## config.mk

```make
export PLATFORM = sky130hd
export DESIGN_NAME = clock_gate_ctrl
export DESIGN_NICKNAME = d
export VERILOG_FILES = /design/src/rtl/clock_gate_ctrl.sv
export SDC_FILE = /design/constraint.sdc
export NUM_CORES = 1
export LEC_CHECK = 0
export CAP_MARGIN = 0
export CORE_UTILIZATION = 35
export DETAILED_ROUTE_END_ITERATION = 10
export PLACE_DENSITY = 0.65
export SLEW_MARGIN = 20
export SYNTH_ARGS = -nofsm -noshare
export SYNTH_HDL_FRONTEND = slang
export SYNTH_SLANG_ARGS = --single-unit
```

## constraint.sdc

```tcl
create_clock -name mainclock -period 1.5 [get_ports mainclock]
set_clock_uncertainty 0.2 [all_clocks]
set_input_delay 0.225 -clock mainclock [delete_from_list [all_inputs] [get_ports mainclock]]
set_output_delay 0.225 -clock mainclock [all_outputs]
set_load 0.03 [all_outputs]
```

## src/rtl/clock_gate_ctrl.sv

```systemverilog
// Period-aligned clock-enable gating per channel, driven by clock_gen strobes.
// Optional stall detection: define CLOCK_GATE_STALL_DETECT_EN.
module clock_gate_ctrl #(
    parameter int clock_number = 8,
    parameter int stall_limit  = 256
) (
    input  logic                    mainclock,
    input  logic                    reset,
    input  logic [clock_number-1:0] tick,
    input  logic [clock_number-1:0] req_en,
    output logic [clock_number-1:0] clk_en,
    output logic [clock_number-1:0] running,
    output logic                    busy,
    output logic [clock_number-1:0] stall
);

    typedef enum logic [1:0] {
        ST_STOPPED,
        ST_ARMING,
        ST_RUNNING,
        ST_DRAINING
    } state_e;

    state_e state_q [clock_number];
    state_e state_d [clock_number];

    logic [clock_number-1:0] clk_en_q, clk_en_d;
    logic [clock_number-1:0] run_q, run_d;
    logic [clock_number-1:0] wait_d;
    logic                    busy_q, busy_d;
    logic [clock_number-1:0] stall_q, stall_d;

    always_comb begin
        for (int j = 0; j < clock_number; j++) begin
            state_d[j]  = state_q[j];
            clk_en_d[j] = 1'b0;
            unique case (state_q[j])
                ST_STOPPED: begin
                    if (req_en[j]) state_d[j] = ST_ARMING;
                end
                ST_ARMING: begin
                    // A dropped request wins over a coincident strobe.
                    if (!req_en[j]) begin
                        state_d[j] = ST_STOPPED;
                    end else if (tick[j]) begin
                        state_d[j]  = ST_RUNNING;
                        clk_en_d[j] = 1'b1;
                    end
                end
                ST_RUNNING: begin
                    clk_en_d[j] = tick[j];
                    if (!req_en[j])
                        state_d[j] = tick[j] ? ST_STOPPED : ST_DRAINING;
                end
                ST_DRAINING: begin
                    if (req_en[j]) begin
                        state_d[j]  = ST_RUNNING;
                        clk_en_d[j] = tick[j];
                    end else if (tick[j]) begin
                        state_d[j]  = ST_STOPPED;
                        clk_en_d[j] = 1'b1;
                    end
                end
                default: state_d[j] = ST_STOPPED;
            endcase
            run_d[j]  = (state_d[j] == ST_RUNNING) ||
                        (state_d[j] == ST_DRAINING);
            wait_d[j] = (state_d[j] == ST_ARMING) ||
                        (state_d[j] == ST_DRAINING);
        end
        busy_d = |wait_d;
    end

`ifdef CLOCK_GATE_STALL_DETECT_EN
    localparam int CW = $clog2(stall_limit + 1);
    localparam logic [CW-1:0] LIM = CW'(stall_limit);

    logic [CW-1:0] cnt_q [clock_number];
    logic [CW-1:0] cnt_d [clock_number];

    always_comb begin
        for (int j = 0; j < clock_number; j++) begin
            cnt_d[j]   = cnt_q[j];
            stall_d[j] = stall_q[j];
            // Counting only runs while already waiting, so entry starts at 0.
            if (tick[j] || !((state_q[j] == ST_ARMING) ||
                             (state_q[j] == ST_DRAINING))) begin
                cnt_d[j] = '0;
            end else if (cnt_q[j] != LIM) begin
                cnt_d[j] = cnt_q[j] + 1'b1;
            end
            if (state_q[j] == ST_ARMING && !req_en[j])
                stall_d[j] = 1'b0;
            else if (cnt_d[j] == LIM)
                stall_d[j] = 1'b1;
        end
    end

    always_ff @(posedge mainclock) begin
        for (int j = 0; j < clock_number; j++) begin
            if (reset) cnt_q[j] <= '0;
            else       cnt_q[j] <= cnt_d[j];
        end
    end
`else
    always_comb begin
        stall_d = '0;
    end
`endif

    always_ff @(posedge mainclock) begin
        if (reset) begin
            for (int j = 0; j < clock_number; j++)
                state_q[j] <= ST_STOPPED;
            clk_en_q <= '0;
            run_q    <= '0;
            busy_q   <= 1'b0;
            stall_q  <= '0;
        end else begin
            for (int j = 0; j < clock_number; j++)
                state_q[j] <= state_d[j];
            clk_en_q <= clk_en_d;
            run_q    <= run_d;
            busy_q   <= busy_d;
            stall_q  <= stall_d;
        end
    end

    assign clk_en  = clk_en_q;
    assign running = run_q;
    assign busy    = busy_q;
    assign stall   = stall_q;

endmodule

```

==> out/summary.md <==
Final layout
* **Layout Cell Area excl Fill** 1620 sq um
* **Multi-input gate area** 489 sq um
* **area taken by flip-flops and latches** 581 sq um
* **layout overhead on the synthesized area** 38.1%
* **number of fill cells in the layout** 313
* **net total in the final layout** 183
* **number of non-filler instances in the completed layout** 210
* **ratio of cells with drive above 1 in the final layout** 18.1%
* **antenna fix cells** 0

Route
* **final antenna-violating net count** 0
* **routed wire length per instance** 10.5 um
* **Residual DRC** 0
* **routed via count** 980
* **Detailed Routing Iterations Pass 1** 4
* **DRC violation total after the first TritonRoute iteration** 24
* **number of vias per cell after detailed routing** 4.67
* **total length of routed wires** 2210 um

Placement
* **HPWL after detailed placement** 1650 um
* **port bufs** 34
* **worst setup slack after placement** -0.172 ns
* **number of cells after detailed placement** 202
* **global placer's final weighted congestion** 0.697
* **total cell area at the placement stage** 1580 sq um

Global route
* **pin count of the biggest net entering global routing** 30
* **global-route wire length before repair** 3460 um
* **via count of the first global-routing pass** 832
* **GRT Util Overall** 13.5%
* **GR Overflow Total** 0
* **antenna violations before repair** 0

Min path
* **hold path start** state_q[1][4]
* **hold worst-path end** running[6]
* **path class of the lowest-slack min-delay path** reg -> reg
* **Hold Path Depth** 2

Clocking
* **setup fix buffers added after clock tree synthesis** 0
* **Gates resized, CTS repair** 19
* **library cell used as clock root buffer** sky130_fd_sc_hd__clkbuf_4
* **buffer levels on the longest clock path** 2
* **clock insertion delay at the later pin of the skew report** 0.31 ns
* **number of sinks on the clock net** 29
* **clock transition at the register clock pins on the worst setup and hold paths after CTS** 0.09 ns
* **CTS buffer count** 5
* **CTS tree** yes
* **quantity of hold-fixing buffers added after cts** 0
* **number of levels in the clock H-tree** 2

Setup path
* **startpoint of the worst-slack reg-to-reg timing path** state_q[1][3]
* **Max stage delay on crit path** 0.39 ns
* **Max Fanout on Critical Path** 1
* **Critical R2R Capture** busy
* **arrival time of the worst setup path** 1.01 ns
* **CP Cell Sequence** dlygate4sd2_1
* **type of the worst setup path** reg -> out
* **cell count of the worst reg-to-reg path** 3
* **capturing element type of the critical path** output port
* **critical path required time** 1.07 ns
* **count of buffering cells on the critical path with inverters included** 1
* **CP top delay family** buffers and inverters
* **slack of the worst reg-to-reg path** 0.24 ns
* **slowest CP cell** sky130_fd_sc_hd__dlygate4sd2_1
* **crit start category** register

Floorplan
* **standard-cell row count** 20
* **I/O pin cnt** 43
* **core region area** 3100 sq um
* **die width** 59.8 um
* **die span in y** 59.8 um
* **Initial Utilization** 37.7%
* **die area** 3580 sq um

Timing
* **final hold viol count** 0
* **setup repair after global routing missed its margin** false
* **Achievable Freq** 696 MHz
* **post-route worst hold slack** 0.311 ns
* **final critical-path required period** 1.44 ns
* **Final Cycle Share** 95.8%
* **final worst setup slack** 0.0623 ns
* **number of setup violations in the final report** 0
* **number of max-slew violations in the final report** 0
* **total negative slack** 0 ns

Synthesis
* **post-synth top area cell** sky130_fd_sc_hd__dfxtp_1
* **number of synthesized flops with an enable pin** 0
* **summed instance area of the synthesized netlist** 1170 sq um
* **multiplexer area fraction after synthesis** 1.71%
* **mean instance size in the synthesized netlist** 9.67 sq um
* **most common cell in the synthesized netlist** sky130_fd_sc_hd__dfxtp_1
* **fraction of synthesized cell area in xor and xnor cells** 0%
* **number of synthesized register bits** 29
* **largest family of logic cells by synthesized area** simple AND/OR/NAND/NOR gates
* **Yosys warning total** 0
* **dominant register cell in the synthesized netlist** sky130_fd_sc_hd__dfxtp_1
* **synthesized-area fraction occupied by ao, oa, aoi and oai cells** 15.4%
* **post-synthesis simple-gate area fraction** 22.1%
* **count of different cell masters after synthesis** 23
* **top-area cell type share of the netlist area** 49.6%
* **number of standard cells after synthesis** 121
* **most used standard cells in the synthesized netlist** sky130_fd_sc_hd__dfxtp_1 (29), sky130_fd_sc_hd__buf_4 (12), sky130_fd_sc_hd__a21oi_1 (11), sky130_fd_sc_hd__nor2_1 (11), sky130_fd_sc_hd__nor3b_1 (10)
* **Async S/R FF share, synth** 0%
* **adder-cell share of the synthesized area** 0%
* **share of synthesized area occupied by flip-flops and latches** 49.6%
* **Area contributors post-synth** sky130_fd_sc_hd__dfxtp_1 (50%), sky130_fd_sc_hd__buf_4 (7.7%), sky130_fd_sc_hd__nor3b_1 (6.4%)

Pwr
* **peak supply drop** 0.407 mV
* **LEAKAGE** 0.641 nW
* **Power Dens Cells** 945 nW/um^2

Status
* **result of the run** finished, final reports clean

Flow run
* **max-capacitance violation count** 0

-- layout by cell type, fill, tap and decap left out, drive strengths merged --
master and count:
dfxtp 29, a21oi 16, clkbuf 9, dlygate4sd2 8, clkdlybuf4s50 17, mux2i 2, a21boi 2, a221oi 4
a22oi 1, nor3b 13, buf 12, nand2 3, and4 2, nor2 11, clkdlybuf4s15 7, conb 8
a31oi 3, nor2b 5, nor3 8, inv 6
-- flip-flops by register name, indices dropped and copies added (netlist names) --
register / count
busy: 1
clk_en: 8
running: 6
state_q: 14
-- layout make-up --
| class | instances | area share, % |
|---|---|---|
| tap | 44 | 3.41 |
| inverter | 6 | 1.39 |
| clock buffer | 8 | 3.02 |
| sequential | 29 | 35.9 |
| multi-input combinational | 78 | 30.3 |
| timing repair buffer | 45 | 25.9 |
-- through the flow --
| step | util (%) | power (mW) |
|---|---|---|
| 3_3_place_gp | 50.9 | 1.12 |
| 6_report | 52.1 | 1.53 |
| 5_1_grt | 52.1 | 1.62 |
| 4_1_cts | 52.0 | 1.55 |
| 2_1_floorplan | - | 1.01 |
| 3_5_place_dp | 50.9 | 1.12 |
-- where the power goes --
part           switching (mW)  internal, mW
logic                   0.147         0.125
clock network           0.245         0.187
registers              0.0193         0.805
total                   0.411          1.12
-- layer usage --
metal,part of all wire [%],GRT usage (%),vias up
met5,0,0,-
met4,2.4,7.97,0
met3,6.2,5.19,4
met2,50,22.7,32
met1,42,14.1,454
li1,-,-,490
-- cells by family (layout without fill, tap and decap cells) --
family | after synthesis | count (layout)
AND/OR/NAND/NOR | 42 | 42
flip-flops | 29 | 29
AO/OA/AOI/OAI | 26 | 26
buffers and inverters | 21 | 59
multiplexers | 2 | 2
other | 1 | 8
-- how the worst max path moves through the flow --
stage,slack [ns],cells past startpoint,to,from
final,0.06,1,busy,busy
after global routing,0.0002,1,running[0],running[0]
after CTS,0.001,1,running[6],running[6]
after detailed placement,-0.17,5,busy,tick[6]
after global placement,-0.17,5,busy,tick[6]
after floorplan,0.31,4,busy,running[6]
-- worst min-delay path, delay by kind of cell (launching register included) --
family           cells  cell delay [ns]
AO/OA/AOI/OAI        1             0.07
flip-flops           1             0.32
AND/OR/NAND/NOR      1             0.07
Note: power is estimated with default switching activity, not from simulation.
